**src/rtl/memshare_pipe_monitor_pkg.sv**
```systemverilog
// -----------------------------------------------------------------------------
// memshare_pipe_monitor_pkg
// Shared constants and types for the memShare() pipeline monitor.
//   MEMSHARE_DRC_NUM      : number of design-rule hit counters
//   MEMSHARE_DRC1/2/3     : counter index of each rule inside drc_cnt_o
//   phase_state_e         : phase FSM state (RUN / STALL)
// -----------------------------------------------------------------------------
package memshare_pipe_monitor_pkg;

    localparam int MEMSHARE_DRC_NUM = 3;

    localparam int MEMSHARE_DRC1 = 0;
    localparam int MEMSHARE_DRC2 = 1;
    localparam int MEMSHARE_DRC3 = 2;

    typedef enum logic [0:0] {
        PH_RUN   = 1'b0,
        PH_STALL = 1'b1
    } phase_state_e;

endpackage

```
**src/rtl/memshare_chan_track.sv**
```systemverilog
// -----------------------------------------------------------------------------
// memshare_chan_track
// Per-channel design-rule tracker: decodes a multi-sequence request, keeps the
// request history across one pipeline cycle and flags DRC1 / DRC2 hits.
// Ports:
//   sys_clk, rstn   : clock, asynchronous active-low reset
//   en_i            : run enable; low flushes the history
//   rqst_vld_i      : request present at SHIFT_GEN
//   seq_num_i       : allocation-sequence count of the request (0 acts as 1)
//   begin_i         : pipeline-cycle boundary from the phase FSM
//   drc1_o          : isolated multi-sequence request
//   drc2_o          : multi-sequence request completing a burst
//   block_o         : multi request issued PIPE_DEPTH-1 cycles ago
// -----------------------------------------------------------------------------
module memshare_chan_track
    import memshare_pipe_monitor_pkg::*;
#(
    parameter int PIPE_DEPTH = 4,
    parameter int SEQ_W      = 2,
    parameter int BURST_LEN  = 3
) (
    input  logic             sys_clk,
    input  logic             rstn,
    input  logic             en_i,
    input  logic             rqst_vld_i,
    input  logic [SEQ_W-1:0] seq_num_i,
    input  logic             begin_i,
    output logic             drc1_o,
    output logic             drc2_o,
    output logic             block_o
);

    logic                  multi;
    logic [PIPE_DEPTH-1:1] hist_q;
    logic [PIPE_DEPTH-1:1] hist_d;

    // Zero-extend before comparing so SEQ_W = 1 cannot truncate the constant.
    assign multi = en_i & rqst_vld_i & (32'(seq_num_i) >= 32'd2);

    // hist_q[k] holds the multi flag from k enabled cycles ago.
    always_comb begin
        hist_d = '0;
        if (en_i) begin
            hist_d = {hist_q[PIPE_DEPTH-2:1], multi};
        end
    end

    always_ff @(posedge sys_clk or negedge rstn) begin
        if (!rstn) begin
            hist_q <= '0;
        end else begin
            hist_q <= hist_d;
        end
    end

    assign drc2_o  = multi & (&hist_q[BURST_LEN-1:1]);
    assign drc1_o  = multi & ~drc2_o & ~begin_i;
    assign block_o = hist_q[PIPE_DEPTH-1];

endmodule

```
**src/rtl/memshare_pipe_monitor.sv**
```systemverilog
// -----------------------------------------------------------------------------
// memshare_pipe_monitor
// Multi-channel monitor of the SCU.memShare() pipeline. Tracks the pipeline
// phase, defers the cycle boundary while an older multi-sequence request is
// still in flight, flags stall overruns and counts design-rule hits.
// Ports:
//   sys_clk, rstn       : clock, asynchronous active-low reset
//   en_i                : run enable
//   rqst_vld_i          : per-channel request present
//   seq_num_i           : per-channel sequence count, channel c at [c*SEQ_W +: SEQ_W]
//   stat_clr_i          : clear hit counters and stall_err_o
//   phase_o             : current pipeline phase
//   pipeCycle_begin_o   : pipeline-cycle boundary (DRC3)
//   stall_o             : boundary deferred this cycle
//   drc1_o / drc2_o     : per-channel isolated / burst multi-sequence hits
//   drc_cnt_o           : saturating counters {DRC3, DRC2, DRC1}
//   stall_err_o         : sticky stall-overrun flag
// -----------------------------------------------------------------------------
module memshare_pipe_monitor
    import memshare_pipe_monitor_pkg::*;
#(
    parameter int CH_NUM     = 4,
    parameter int PIPE_DEPTH = 4,
    parameter int SEQ_W      = 2,
    parameter int BURST_LEN  = 3,
    parameter int STALL_MAX  = 4,
    parameter int CNT_W      = 16,
    parameter int PH_W       = $clog2(PIPE_DEPTH)
) (
    input  logic                          sys_clk,
    input  logic                          rstn,
    input  logic                          en_i,
    input  logic [CH_NUM-1:0]             rqst_vld_i,
    input  logic [CH_NUM*SEQ_W-1:0]       seq_num_i,
    input  logic                          stat_clr_i,
    output logic [PH_W-1:0]               phase_o,
    output logic                          pipeCycle_begin_o,
    output logic                          stall_o,
    output logic [CH_NUM-1:0]             drc1_o,
    output logic [CH_NUM-1:0]             drc2_o,
    output logic [MEMSHARE_DRC_NUM*CNT_W-1:0] drc_cnt_o,
    output logic                          stall_err_o
);

    localparam int              SC_W    = $clog2(STALL_MAX + 1);
    localparam logic [PH_W-1:0] PH_LAST = PH_W'(PIPE_DEPTH - 1);
    localparam logic [SC_W-1:0] SC_MAX  = SC_W'(STALL_MAX);

    function automatic logic [CNT_W-1:0] sat_inc(input logic [CNT_W-1:0] v,
                                                 input logic             hit);
        if (hit && (v != '1)) begin
            return v + CNT_W'(1);
        end
        return v;
    endfunction

    logic [CH_NUM-1:0]           blk;
    logic                        block;
    logic                        at_end;
    logic                        begin_w;
    logic                        stall_w;

    phase_state_e                state_q, state_d;
    logic [PH_W-1:0]             phase_q, phase_d;
    logic [SC_W-1:0]             stall_cnt_q, stall_cnt_d, stall_inc;
    logic                        err_q, err_d;
    logic [MEMSHARE_DRC_NUM-1:0] hit;
    logic [CNT_W-1:0]            cnt_q [MEMSHARE_DRC_NUM];
    logic [CNT_W-1:0]            cnt_d [MEMSHARE_DRC_NUM];

    // Per-channel request tracking
    for (genvar c = 0; c < CH_NUM; c++) begin : g_ch
        memshare_chan_track #(
            .PIPE_DEPTH (PIPE_DEPTH),
            .SEQ_W      (SEQ_W),
            .BURST_LEN  (BURST_LEN)
        ) u_trk (
            .sys_clk    (sys_clk),
            .rstn       (rstn),
            .en_i       (en_i),
            .rqst_vld_i (rqst_vld_i[c]),
            .seq_num_i  (seq_num_i[c*SEQ_W +: SEQ_W]),
            .begin_i    (begin_w),
            .drc1_o     (drc1_o[c]),
            .drc2_o     (drc2_o[c]),
            .block_o    (blk[c])
        );
    end

    // Boundary decision: in both RUN at the last phase and STALL the FSM sits
    // at PH_LAST, so begin/stall reduce to the block test there. They are
    // complementary on block and therefore never both high.
    assign block   = |blk;
    assign at_end  = (phase_q == PH_LAST);
    assign begin_w = en_i & at_end & ~block;
    assign stall_w = en_i & at_end & block;

    // Phase FSM
    always_comb begin
        state_d = state_q;
        phase_d = phase_q;
        if (!en_i) begin
            state_d = PH_RUN;
            phase_d = '0;
        end else begin
            case (state_q)
                PH_RUN: begin
                    if (!at_end) begin
                        phase_d = phase_q + PH_W'(1);
                    end else if (block) begin
                        state_d = PH_STALL;
                    end else begin
                        phase_d = '0;
                    end
                end
                PH_STALL: begin
                    if (!block) begin
                        state_d = PH_RUN;
                        phase_d = '0;
                    end
                end
                default: begin
                    state_d = PH_RUN;
                    phase_d = '0;
                end
            endcase
        end
    end

    // Stall-overrun tracking; stall_w is low whenever en_i is low, which
    // flushes the run length. The run length saturates at STALL_MAX.
    always_comb begin
        stall_inc   = (stall_cnt_q == SC_MAX) ? stall_cnt_q : stall_cnt_q + SC_W'(1);
        stall_cnt_d = stall_w ? stall_inc : '0;
        err_d       = stat_clr_i ? 1'b0 : (err_q | (stall_w & (stall_inc == SC_MAX)));
    end

    // Hit counters; clear takes priority over a same-cycle increment.
    always_comb begin
        hit                = '0;
        hit[MEMSHARE_DRC1] = |drc1_o;
        hit[MEMSHARE_DRC2] = |drc2_o;
        hit[MEMSHARE_DRC3] = begin_w;
        for (int k = 0; k < MEMSHARE_DRC_NUM; k++) begin
            cnt_d[k] = stat_clr_i ? '0 : sat_inc(cnt_q[k], hit[k]);
        end
    end

    // State registers
    always_ff @(posedge sys_clk or negedge rstn) begin
        if (!rstn) begin
            state_q     <= PH_RUN;
            phase_q     <= '0;
            stall_cnt_q <= '0;
            err_q       <= 1'b0;
            for (int k = 0; k < MEMSHARE_DRC_NUM; k++) begin
                cnt_q[k] <= '0;
            end
        end else begin
            state_q     <= state_d;
            phase_q     <= phase_d;
            stall_cnt_q <= stall_cnt_d;
            err_q       <= err_d;
            for (int k = 0; k < MEMSHARE_DRC_NUM; k++) begin
                cnt_q[k] <= cnt_d[k];
            end
        end
    end

    for (genvar k = 0; k < MEMSHARE_DRC_NUM; k++) begin : g_cnt_out
        assign drc_cnt_o[k*CNT_W +: CNT_W] = cnt_q[k];
    end

    assign phase_o           = phase_q;
    assign pipeCycle_begin_o = begin_w;
    assign stall_o           = stall_w;
    assign stall_err_o       = err_q;

endmodule

```
**config.mk**
```make
export PLATFORM = sky130hd
export DESIGN_NAME = memshare_pipe_monitor
export DESIGN_NICKNAME = d
export VERILOG_FILES = /design/src/rtl/memshare_pipe_monitor_pkg.sv /design/src/rtl/memshare_chan_track.sv /design/src/rtl/memshare_pipe_monitor.sv
export SDC_FILE = /design/constraint.sdc
export NUM_CORES = 1
export LEC_CHECK = 0
export BUFFER_PORTS_ARGS = -buffer_cell sky130_fd_sc_hd__buf_2
export CORE_MARGIN = 5
export CORE_UTILIZATION = 30
export DETAILED_ROUTE_END_ITERATION = 8
export GPL_TIMING_DRIVEN = 0
export PLACE_DENSITY = 0.56
export SLEW_MARGIN = 15
export SYNTH_ARGS = -nofsm -noshare
export SYNTH_HDL_FRONTEND = slang
export SYNTH_SLANG_ARGS = --single-unit
```
**constraint.sdc**
```tcl
create_clock -name sys_clk -period 1.99 [get_ports sys_clk]
set_clock_uncertainty 0.05 [all_clocks]
set_input_delay 0.199 -clock sys_clk [delete_from_list [all_inputs] [get_ports sys_clk]]
set_output_delay 0.199 -clock sys_clk [all_outputs]
set_load 0.03 [all_outputs]
```
=== Word level (Yosys, flattened, before mapping) ===
Index checks and enable logic that the tools add are counted.

* Bits in registers: 67
* Input port bits: 16
* Logic and storage cells: 98

* Add/sub/neg operators: 5
* $lt $le $gt $ge: 4
* Eq/ne operators: 6
* Muxes and demuxes: 27
* Bitwise logic cells: 32
* Reductions and logical operators: 13

{| class="wikitable"
|+ Operators by type and width
! kind !! count
|-
| $mux 16 || 9
|-
| $add 16x1->16 const B || 3
|-
| $ne 16x16->1 const B || 3
|-
| $and 1x1->1 || 24
|-
| $mux 3 || 6
|-
| $reduce_or 4->1 || 3
|-
| $ge 2x2->1 const B || 4
|-
| $reduce_and 2->1 || 4
|-
| $mux 1 || 7
|-
| $not 1->1 || 7
|-
| $eq 3x3->1 const B || 2
|-
| $mux 2 || 3
|-
| $reduce_bool 2->1 || 3
|-
| $pmux 2 s2 || 1
|-
| $add 3x1->3 const B || 1
|-
| $logic_and 1x1->1 || 3
|-
| $add 2x1->2 const B || 1
|-
| $eq 2x2->1 const B || 1
|-
| $pmux 1 s2 || 1
|-
| $or 1x1->1 || 1
|}

=== Depth between registers and ports, before layout ===
Gate-level depths: netlist (run 1).

* Depth after elaboration: 11
* Depth in mapped cells: 8

=== By module ===
From an unflattened synthesis (run 1), not the netlist that was laid out.

* Cell total of the unflattened synthesis: 388
* Area total of the unflattened synthesis: 3787.4 µm²

{| class="wikitable"
|+ By module, submodules not included
! module !! times used !! cells an instance !! area each (µm²) !! seq. area each (µm²)
|-
| memshare_pipe_monitor || 1 || 348 || 3291.9 || 1376.3
|-
| memshare_chan_track || 4 || 10 || 123.9 || 75.1
|}

=== Least setup slack after synthesis (run 1) ===
OpenSTA, ideal clock, no wires.

* Path type: register to register
* Start point: register g_ch[1].u_trk.hist_q[3] (netlist name)
* End point: register cnt_q (netlist bit drc_cnt_o[33])
* Library setup time: 132 ps
* Data arrival time: 2070 ps
* Data required time: 1808 ps
* Path slack: -262 ps
* Stages on the path, launching flop included: 7
* Cell sequence: dfrtp_1 or4_1 buf_2 nor2_1 o21a_1 mux2i_1 nor2_1

* Cells in the longest elaborated chain, start to end: 6

{| class="wikitable"
|+ Ends and longest elaborated chain
! what !! line !! RTL
|-
| start, declared || memshare_chan_track.sv:34 || <nowiki>logic [PIPE_DEPTH-1:1] hist_q;</nowiki>
|-
| start signal, assigned || memshare_chan_track.sv:52 || <nowiki>hist_q <= hist_d;</nowiki>
|-
| $reduce_or 4->1 || memshare_pipe_monitor.sv:93 || <nowiki>assign block = |blk;</nowiki>
|-
| $not 1->1 || memshare_pipe_monitor.sv:95 || <nowiki>assign begin_w = en_i & at_end & ~block;</nowiki>
|-
| $and 1x1->1 || memshare_pipe_monitor.sv:95 ||
|-
| via pipeCycle_begin_o || memshare_pipe_monitor.sv:37 || <nowiki>output logic pipeCycle_begin_o,</nowiki>
|-
| $logic_and 1x1->1 || memshare_pipe_monitor.sv:51 || <nowiki>if (hit && (v != '1)) begin</nowiki>
|-
| $mux 1 || memshare_pipe_monitor.sv:51 ||
|-
| $reduce_bool 2->1 (no line) || n/a ||
|-
| end signal, assigned by index || memshare_pipe_monitor.sv:165 || <nowiki>cnt_q[k] <= cnt_d[k];</nowiki>
|-
| end, declared || memshare_pipe_monitor.sv:68 || <nowiki>logic [CNT_W-1:0] cnt_q [MEMSHARE_DRC_NUM];</nowiki>
|}

The timed path passes the listed nets, and every way through them passes these cells.
A chain may end at the register's enable or synchronous reset.

=== Worst setup path in the final report (run 1) ===
* Start point: register phase_q[0], in the netlist phase_o[0]
* End point: register cnt_q (netlist bit drc_cnt_o[12])

* Cells in the longest elaborated chain, start to end: 9
* Elaborated cells on any way between the ends: 12
* Classes of those cells: eq/ne (1); mux (1); bitwise (7); reduce/logical (3)

{| class="wikitable"
|+ Ends and longest elaborated chain
! what !! line !! RTL
|-
| start, declared || memshare_pipe_monitor.sv:64 || <nowiki>logic [PH_W-1:0] phase_q, phase_d;</nowiki>
|-
| start signal, assigned || memshare_pipe_monitor.sv:161 || <nowiki>phase_q <= phase_d;</nowiki>
|-
| $eq 2x2->1 * || memshare_pipe_monitor.sv:94 || <nowiki>assign at_end = (phase_q == PH_LAST);</nowiki>
|-
| $and 1x1->1 * (2 in series) || memshare_pipe_monitor.sv:95 ||
|-
| $not 1->1 * || memshare_chan_track.sv:57 || <nowiki>assign drc1_o = multi & ~drc2_o & ~begin_i;</nowiki>
|-
| $and 1x1->1 || memshare_chan_track.sv:57 ||
|-
| $reduce_or 4->1 * || memshare_pipe_monitor.sv:141 || <nowiki>hit[MEMSHARE_DRC1] = |drc1_o;</nowiki>
|-
| $logic_and 1x1->1 * || memshare_pipe_monitor.sv:51 ||
|-
| $mux 1 * || memshare_pipe_monitor.sv:51 ||
|-
| $reduce_bool 2->1 (no line) * || n/a ||
|}

Mark *: on every way between the ends. The rest lies on a longest branch, timed or not.

==> results of run 1 <==
==> worst paths after layout <==
| check | from | end | slack [ps] |
|---|---|---|---|
| setup / recovery | phase_o[0] | drc_cnt_o[12] | 30 |
| hold / removal | rqst_vld_i[2] | g_ch[2].u_trk.hist_q[1] | 70 |
| setup reg to reg | phase_o[0] | drc_cnt_o[12] | 30 |
| hold reg to reg | stall_err_o | stall_err_o | 440 |
| max in group asynchronous | rstn | drc_cnt_o[22] | 1040 |
| min in group asynchronous | rstn | drc_cnt_o[42] | 280 |
==> kinds of logic after synthesis <==
kind of cell | Yosys count
fa+ha+maj | 6
xor+xnor | 12
compound gates | 65
buf+inv | 37
flops | 67
mux | 14
simple gates | 200
==> synthesized netlist by cell type, types with 7 or more instances <==
cell type and number:
sky130_fd_sc_hd__a21oi_1 23, sky130_fd_sc_hd__and2_1 18, sky130_fd_sc_hd__and3_1 13, sky130_fd_sc_hd__buf_4 8, sky130_fd_sc_hd__clkbuf_1 14, sky130_fd_sc_hd__dfrtp_1 67
sky130_fd_sc_hd__inv_1 10, sky130_fd_sc_hd__mux2_2 9, sky130_fd_sc_hd__nand2_1 25, sky130_fd_sc_hd__nand3_1 21, sky130_fd_sc_hd__nand4_1 14, sky130_fd_sc_hd__nor2_1 42
sky130_fd_sc_hd__nor2b_1 12, sky130_fd_sc_hd__nor4_1 19, sky130_fd_sc_hd__o21ai_0 17, sky130_fd_sc_hd__o31ai_1 7, sky130_fd_sc_hd__or3_1 8, sky130_fd_sc_hd__or4_1 8
sky130_fd_sc_hd__xor2_1 9
==> worst max-delay path: cells and delay by family, from the launching register on <==
| family | cells | cell delay [ps] |
|---|---|---|
| compound gates | 2 | 370 |
| fa+ha+maj | 1 | 180 |
| buf+inv | 1 | 190 |
| flops | 1 | 430 |
| mux | 1 | 360 |
| simple gates | 1 | 270 |
==> cell usage in the layout, fill, tap and decap left out, types with 12 or more instances in the layout <==
| master | synthesis | routed |
|---|---|---|
| sky130_fd_sc_hd__dfrtp_2 | 0 | 15 |
| sky130_fd_sc_hd__nand2_1 | 25 | 25 |
| sky130_fd_sc_hd__buf_4 | 8 | 38 |
| sky130_fd_sc_hd__a21oi_1 | 23 | 17 |
| sky130_fd_sc_hd__buf_2 | 3 | 71 |
| sky130_fd_sc_hd__o21ai_0 | 17 | 16 |
| sky130_fd_sc_hd__nand3_1 | 21 | 18 |
| sky130_fd_sc_hd__nor2b_1 | 12 | 12 |
| sky130_fd_sc_hd__nand4_1 | 14 | 14 |
| sky130_fd_sc_hd__dfrtp_1 | 67 | 52 |
| sky130_fd_sc_hd__and3_1 | 13 | 13 |
| sky130_fd_sc_hd__nor2_1 | 42 | 38 |
| sky130_fd_sc_hd__and2_1 | 18 | 17 |
==> power groups by stage <==
| stage | registers, W | clock network (W) | logic (W) |
|---|---|---|---|
| 2_1_floorplan | 0.00144 | 0 | 0.000106 |
| 3_3_place_gp | 0.00142 | 0 | 0.000216 |
| 3_5_place_dp | 0.00142 | 0 | 0.000224 |
| 4_1_cts | 0.00140 | 0.00153 | 0.000267 |
| 5_1_grt | 0.00140 | 0.00159 | 0.000312 |
| 6_report | 0.00140 | 0.00150 | 0.000283 |
==> final cells by class <==
class,instances,area (µm²),area share
well taps,168,210,0.0406
flip-flops and latches,67,1700,0.328
clock buffers,14,264,0.0510
plain buffers,25,171,0.0331
multi-input cells,297,2170,0.419
repair buffers,102,619,0.120
clock inverters,2,10.0,0.00193
inverters,10,37.5,0.00726
==> per-stage QoR <==
step | setup slack (ps) | cells | utilization | TNS (ps)
global placement | -303 | 641 | 0.362 | -5520
detailed placement | -298 | 642 | 0.363 | -5670
floorplan | -51.2 | 401 | - | -120
finish | 31.5 | 685 | 0.429 | 0
global route | -74.9 | 685 | 0.429 | -376
CTS | -26.6 | 679 | 0.413 | -75.3
==> per-layer routing <==
layer	vias to the layer above	share of wire	global-route usage
li1	1666	-	-
met1	1683	0.43	0.176
met2	73	0.51	0.248
met3	13	0.044	0.0410
met4	0	0.018	0.0560
met5	-	0	0
==> registers in the layout, summed over array words and instances (netlist names) <==
register / cells
stall_err_o: 1
state_q: 1
stall_cnt_q: 3
drc_cnt_o: 48
phase_o: 2
g_ch.u_trk.hist_q: 12
==> repair_timing <==
item                                    in CTS  in global routing
endpoints found under the hold margin       27                  0
pin swaps                                   10                 19
gates resized for setup                     31                 42
setup buffers                               20                  8
hold buffers                                 1                  0
endpoints found under the setup margin      51                 50
==> impl_metrics.prom, run 1 <==
# TYPE chip_impl_metric gauge
chip_impl_metric{name="crit_fanout",unit=""} 7
chip_impl_metric{name="final-max-slew-violation-count",unit=""} 0
chip_impl_metric{name="die-height",unit="µm"} 121
chip_impl_metric{name="grt_first_pass_wirelength",unit="µm"} 17100
chip_impl_metric{name="power_density",unit="nW/µm²"} 614
chip_impl_metric{name="synthDominantCellAreaShare",unit=""} 0.452
chip_impl_metric{name="post_synth_xor_area_fraction",unit=""} 0.0283
chip_impl_metric{name="worst_skew_pair.late_latency",unit="ps"} 340
chip_impl_metric{name="max_clock_freq",unit="GHz"} 0.511
chip_impl_metric{name="synthSimpleGateAreaFrac",unit=""} 0.298
chip_impl_metric{name="drtAntennaViolNets",unit=""} 0
chip_impl_metric{name="viasPerCell",unit=""} 5.01
chip_impl_metric{name="initial_core_util",unit=""} 0.308
chip_impl_metric{name="antenna_violations_before_repair",unit=""} 0
chip_impl_metric{name="vdd.ir_drop.worst",unit="µV"} 389
chip_impl_metric{name="p_total",unit="W"} 0.00318
chip_impl_metric{name="gp_congestion",unit=""} 0.788
chip_impl_metric{name="drc_errors",unit=""} 0
chip_impl_metric{name="initialDrtViolationCount",unit=""} 171
chip_impl_metric{name="postSynthRegisterBits",unit=""} 67
chip_impl_metric{name="largest_net_degree_at_the_start_of_global_routing",unit=""} 41
chip_impl_metric{name="worst_r2r_path_depth",unit=""} 6
chip_impl_metric{name="floorplan.core_area",unit="µm²"} 12100
chip_impl_metric{name="synth-async-reset-ratio",unit=""} 1.00
chip_impl_metric{name="max_cap_viol_count",unit=""} 0
chip_impl_info{name="end_kind",value="flop"} 1
chip_impl_metric{name="area.growth.synth_to_final",unit="%"} 39.5
chip_impl_info{name="worst-setup-path-type",value="flop to flop"} 1
chip_impl_metric{name="syn_area_per_cell",unit="µm²"} 9.25
chip_impl_metric{name="die-area",unit="µm²"} 14700
chip_impl_metric{name="worst_hold_slack",unit="ps"} 68.0
chip_impl_metric{name="postPlaceCellArea",unit="µm²"} 4380
chip_impl_info{name="synthTopCellsByArea",value="sky130_fd_sc_hd__dfrtp_1, sky130_fd_sc_hd__nor2_1, sky130_fd_sc_hd__nor4_1, sky130_fd_sc_hd__a21oi_1, sky130_fd_sc_hd__and2_1"} 1
chip_impl_info{name="worst_setup_path_start_kind",value="flop"} 1
chip_impl_metric{name="cts-htree-levels",unit=""} 3
chip_impl_metric{name="synth-compound-area-share",unit=""} 0.111
chip_impl_metric{name="grt.overflow.total",unit=""} 0
chip_impl_metric{name="period_needed",unit="ps"} 1960
chip_impl_info{name="synth_top_family_by_area",value="simple AND/OR/NAND/NOR gates"} 1
chip_impl_metric{name="switching_share",unit=""} 0.245
chip_impl_metric{name="required_arrival_time_at_the_worst_endpoint",unit="ps"} 2170
chip_impl_metric{name="nets",unit=""} 534
chip_impl_metric{name="power_switching",unit="W"} 0.000780
chip_impl_metric{name="hold_path_depth",unit=""} 2
chip_impl_metric{name="drt_wl_total",unit="µm"} 10400
chip_impl_metric{name="final_layout_size_suffix_gt1_frac",unit=""} 0.395
chip_impl_metric{name="cts-buffers-inserted",unit=""} 9
chip_impl_metric{name="detailroute.via_count",unit=""} 3435
chip_impl_metric{name="fp.dieW",unit="µm"} 121
chip_impl_metric{name="antenna_cells_inserted",unit=""} 0
chip_impl_info{name="status",value="finished, final reports clean"} 1
chip_impl_metric{name="clock_power_share",unit=""} 0.471
chip_impl_metric{name="mappedNetlistNets",unit=""} 423
chip_impl_metric{name="synthesis.instances",unit=""} 401
chip_impl_metric{name="yosys.area_share.adder",unit=""} 0.0202
chip_impl_metric{name="synth_mux_area_frac",unit=""} 0.0415
chip_impl_info{name="cts_tree",value="built"} 1
chip_impl_metric{name="synth-edff-count",unit=""} 0
chip_impl_metric{name="internal-power",unit="W"} 0.00240
chip_impl_metric{name="boundaryPins",unit=""} 77
chip_impl_metric{name="relSlewSlack",unit=""} 0.571
chip_impl_metric{name="lkg_pwr",unit="nW"} 2.32
chip_impl_metric{name="arrival",unit="ps"} 2140
chip_impl_info{name="synth_top_flop_cell",value="sky130_fd_sc_hd__dfrtp_1"} 1
chip_impl_metric{name="portBuffers",unit=""} 72
chip_impl_info{name="crit_path_cell_trace",value="ha_4 -> a21boi_4 -> o41ai_4 -> buf_4 -> nor4_2 -> mux2_2"} 1
chip_impl_metric{name="synth.yosys.warnings",unit=""} 0
chip_impl_metric{name="timing_hold_violations_final",unit=""} 0
chip_impl_info{name="synth_area_leader_cell",value="sky130_fd_sc_hd__dfrtp_1"} 1
chip_impl_info{name="cpMaxStageDelayCell",value="sky130_fd_sc_hd__dfrtp_2"} 1
chip_impl_metric{name="seq_power_share",unit=""} 0.440
chip_impl_metric{name="detail_route.first_pass.iterations",unit=""} 6
chip_impl_metric{name="worst_slew_pin_slew",unit="ps"} 644
chip_impl_info{name="ctsRootBufferMaster",value="sky130_fd_sc_hd__clkbuf_16"} 1
chip_impl_metric{name="finalSetupViolations",unit=""} 0
chip_impl_metric{name="syn-cell-area",unit="µm²"} 3710
chip_impl_metric{name="grt.total_usage",unit=""} 0.146
chip_impl_metric{name="combinationalPowerShare",unit=""} 0.089
chip_impl_metric{name="detailed_place_hpwl",unit="µm"} 7010
chip_impl_info{name="setup_repair_after_global_routing_missed_its_margin",value="yes"} 1
chip_impl_metric{name="wl_per_cell",unit="µm"} 15.2
chip_impl_metric{name="via_count_of_the_first_global_routing_pass",unit=""} 3434
chip_impl_metric{name="fillCellCount",unit=""} 1162
chip_impl_metric{name="worst_setup_hold_path_clk_slew",unit="ps"} 60
chip_impl_metric{name="synth.distinct_cells",unit=""} 49
chip_impl_info{name="holdCritPathClass",value="primary input to flop"} 1
chip_impl_metric{name="postLayoutCellArea",unit="µm²"} 5170
chip_impl_metric{name="finalCritPeriodShare",unit=""} 0.984
chip_impl_metric{name="clock_sinks",unit=""} 67
chip_impl_metric{name="row_count",unit=""} 40
chip_impl_metric{name="critical-path-max-stage-delay",unit="ps"} 430
chip_impl_metric{name="clk_path_buf_depth",unit=""} 2
chip_impl_metric{name="synth-seq-area-share",unit=""} 0.452
No activity file was read; power rests on OpenSTA's default activity.
==> inputs of run 2 (changes only) <==
--- a/config.mk
+++ b/config.mk
@@ -7,10 +7,10 @@
 export LEC_CHECK = 0
 export BUFFER_PORTS_ARGS = -buffer_cell sky130_fd_sc_hd__buf_2
 export CORE_MARGIN = 5
-export CORE_UTILIZATION = 30
+export CORE_UTILIZATION = 35
 export DETAILED_ROUTE_END_ITERATION = 8
 export GPL_TIMING_DRIVEN = 0
-export PLACE_DENSITY = 0.56
+export PLACE_DENSITY = 0.62
 export SLEW_MARGIN = 15
 export SYNTH_ARGS = -nofsm -noshare
 export SYNTH_HDL_FRONTEND = slang
==> impl_metrics.prom, run 2 (same netlist as run 1, synthesis figures left out) <==
# TYPE chip_impl_metric gauge
chip_impl_metric{name="relSlewSlack",unit=""} 0.579
chip_impl_metric{name="initialDrtViolationCount",unit=""} 153
chip_impl_metric{name="boundaryPins",unit=""} 77
chip_impl_metric{name="die-area",unit="µm²"} 12800
chip_impl_metric{name="via_count_of_the_first_global_routing_pass",unit=""} 3400
chip_impl_metric{name="drc_errors",unit=""} 0
chip_impl_metric{name="area.growth.synth_to_final",unit="%"} 41.1
chip_impl_metric{name="lkg_pwr",unit="nW"} 2.37
chip_impl_metric{name="cts-htree-levels",unit=""} 3
chip_impl_metric{name="die-height",unit="µm"} 113
chip_impl_metric{name="cts-buffers-inserted",unit=""} 9
chip_impl_info{name="status",value="finished, final reports clean"} 1
chip_impl_metric{name="max_cap_viol_count",unit=""} 0
chip_impl_metric{name="multi_input_comb_area",unit="µm²"} 2230
chip_impl_metric{name="nets",unit=""} 535
chip_impl_metric{name="arrival",unit="ps"} 1720
chip_impl_metric{name="final-seq-area",unit="µm²"} 1700
chip_impl_metric{name="crit_fanout",unit=""} 7
chip_impl_metric{name="antenna_cells_inserted",unit=""} 0
chip_impl_info{name="cpMaxStageDelayCell",value="sky130_fd_sc_hd__or4_4"} 1
chip_impl_metric{name="grt_first_pass_wirelength",unit="µm"} 17100
chip_impl_metric{name="global_route.usage.met3",unit=""} 0.0406
chip_impl_metric{name="grt.met2_usage",unit=""} 0.268
chip_impl_info{name="holdCritPathClass",value="primary input to flop"} 1
chip_impl_metric{name="max_clock_freq",unit="GHz"} 0.507
chip_impl_metric{name="drt_wl_total",unit="µm"} 10200
chip_impl_metric{name="vdd.ir_drop.worst",unit="µV"} 283
chip_impl_metric{name="initial_core_util",unit=""} 0.359
chip_impl_metric{name="placed_cells",unit=""} 610
chip_impl_metric{name="layoutNonFillerInstCount",unit=""} 654
chip_impl_metric{name="detailroute.via_count",unit=""} 3504
chip_impl_metric{name="p_total",unit="W"} 0.00317
chip_impl_metric{name="gp_congestion",unit=""} 0.782
chip_impl_metric{name="worst_slew_pin_slew",unit="ps"} 632
chip_impl_metric{name="fillCellCount",unit=""} 979
chip_impl_metric{name="required_arrival_time_at_the_worst_endpoint",unit="ps"} 1740
chip_impl_metric{name="grt_met1_usage",unit=""} 0.215
chip_impl_metric{name="clock_sinks",unit=""} 67
chip_impl_info{name="globalRoute.busiestLayer",value="met2"} 1
chip_impl_metric{name="viasPerCell",unit=""} 5.36
chip_impl_metric{name="period_needed",unit="ps"} 1970
chip_impl_metric{name="wl_per_cell",unit="µm"} 15.7
chip_impl_info{name="crit_path_cell_trace",value="or4_4 -> buf_12 -> nor2_4 -> buf_6"} 1
chip_impl_metric{name="clk_path_buf_depth",unit=""} 2
chip_impl_metric{name="timing_hold_violations_final",unit=""} 0
chip_impl_info{name="setup_repair_after_global_routing_missed_its_margin",value="yes"} 1
chip_impl_metric{name="antenna_violations_before_repair",unit=""} 0
chip_impl_metric{name="detail_route.first_pass.iterations",unit=""} 4
chip_impl_metric{name="grt.overflow.total",unit=""} 0
chip_impl_info{name="commonest_non_fill_non_tap_cells_in_the_layout",value="sky130_fd_sc_hd__buf_2, sky130_fd_sc_hd__dfrtp_1, sky130_fd_sc_hd__nor2_1"} 1
chip_impl_metric{name="detailed_place_hpwl",unit="µm"} 6860
chip_impl_info{name="cts_tree",value="built"} 1
chip_impl_metric{name="finalCritPeriodShare",unit=""} 0.991
chip_impl_info{name="ctsRootBufferMaster",value="sky130_fd_sc_hd__clkbuf_8"} 1
chip_impl_metric{name="floorplan.core_area",unit="µm²"} 10300
chip_impl_metric{name="grt.total_usage",unit=""} 0.164
chip_impl_metric{name="finalSetupViolations",unit=""} 0
chip_impl_metric{name="power_density",unit="nW/µm²"} 605
chip_impl_metric{name="largest_net_degree_at_the_start_of_global_routing",unit=""} 38
chip_impl_metric{name="final-max-slew-violation-count",unit=""} 0
chip_impl_metric{name="row_count",unit=""} 37
chip_impl_info{name="worst-setup-path-type",value="flop to output pin"} 1
chip_impl_metric{name="worst_setup_hold_path_clk_slew",unit="ps"} 70
chip_impl_metric{name="portBuffers",unit=""} 72
chip_impl_metric{name="final_layout_size_suffix_gt1_frac",unit=""} 0.421
chip_impl_metric{name="drtAntennaViolNets",unit=""} 0
chip_impl_metric{name="critical-path-max-stage-delay",unit="ps"} 550
chip_impl_info{name="end_kind",value="output pin"} 1
chip_impl_metric{name="worst_skew_pair.late_latency",unit="ps"} 350
chip_impl_metric{name="max_reg_flops",unit=""} 48
chip_impl_metric{name="fp.dieW",unit="µm"} 113
chip_impl_info{name="mostFrequentLayoutCell",value="sky130_fd_sc_hd__buf_2"} 1
chip_impl_info{name="worst_setup_path_start_kind",value="flop"} 1
-- run 2: cell types whose count changed in the layout (fill, tap and decap cells not counted), moves of 3 or more --
| cell | delta |
|---|---|
| sky130_fd_sc_hd__or4_1 | -3 |
| sky130_fd_sc_hd__clkbuf_1 | -3 |
| sky130_fd_sc_hd__buf_12 | +3 |
| sky130_fd_sc_hd__clkbuf_8 | +10 |
| sky130_fd_sc_hd__clkbuf_16 | -9 |
| sky130_fd_sc_hd__or4_4 | +3 |
| sky130_fd_sc_hd__bufinv_16 | +3 |
| sky130_fd_sc_hd__buf_4 | -5 |
-- run 2: power breakdown --
| part | internal, W | switching, W | leakage [nW] | total, W |
|---|---|---|---|---|
| Clock | 0.000934 | 0.000542 | 0.133 | 0.00148 |
| Combinational | 0.000117 | 0.000178 | 1.33 | 0.000295 |
| Sequential | 0.00138 | 0.0000168 | 0.904 | 0.00139 |
-- run 2: worst max-delay path, delay by kind of cell (launching register included) --
kind / cells / cell delay, ps
simple gates: 2 / 670
buf+inv: 2 / 310
flops: 1 / 390
-- run 2: routing by layer --
| metal | up-vias | wire, µm | part of all wire |
|---|---|---|---|
| met3 | 17 | 461 | 0.045 |
| met5 | - | 0 | 0 |
| met2 | 67 | 5140 | 0.50 |
| li1 | 1677 | - | - |
| met4 | 0 | 188 | 0.018 |
| met1 | 1743 | 4460 | 0.44 |
-- run 2: path summary, 6_finish.rpt --
path,slack (ps),start,end,cells past startpoint
max reg2reg,50,g_ch[2].u_trk.hist_q[3],drc_cnt_o[33],7
min reg2reg,440,stall_err_o,stall_err_o,2
max in group asynchronous,1050,rstn,drc_cnt_o[11],3
max,20,g_ch[2].u_trk.hist_q[3],pipeCycle_begin_o,4
min in group asynchronous,270,rstn,drc_cnt_o[21],2
min,50,rqst_vld_i[3],g_ch[3].u_trk.hist_q[1],2
-- run 2: per-stage QoR --
stage / hold slack (ps) / utilization / cell area [µm²] / setup TNS (ps) / setup WS [ps]
2_1_floorplan: -147 / - / 3790 / -120 / -51.2
4_1_cts: 33.1 / 0.482 / 4970 / -86.8 / -16.5
3_5_place_dp: 120 / 0.421 / 4340 / -5880 / -297
5_1_grt: 31.3 / 0.507 / 5240 / -360 / -49.3
6_report: 54.7 / 0.507 / 5240 / 0 / 18.1
3_3_place_gp: 402 / 0.419 / 4320 / -4260 / -273
-- run 2: repair_timing --
| item | CTS | global route |
|---|---|---|
| pin swaps | 10 | 18 |
| buffers inserted | 21 | 8 |
| endpoints found under the setup margin | 50 | 52 |
| hold endpoints to repair | 30 | 0 |
| resized for setup | 38 | 49 |
| hold buffers | 1 | 0 |
-- run 2: layout make-up --
class                      count  area share
sequential                    67       0.324
clock inverter                 4      0.0182
inverter                      10     0.00717
multi-input combinational    297       0.427
timing repair buffer         103       0.126
clock buffer                  12      0.0315
buffer                        25      0.0339
tap                          136      0.0325
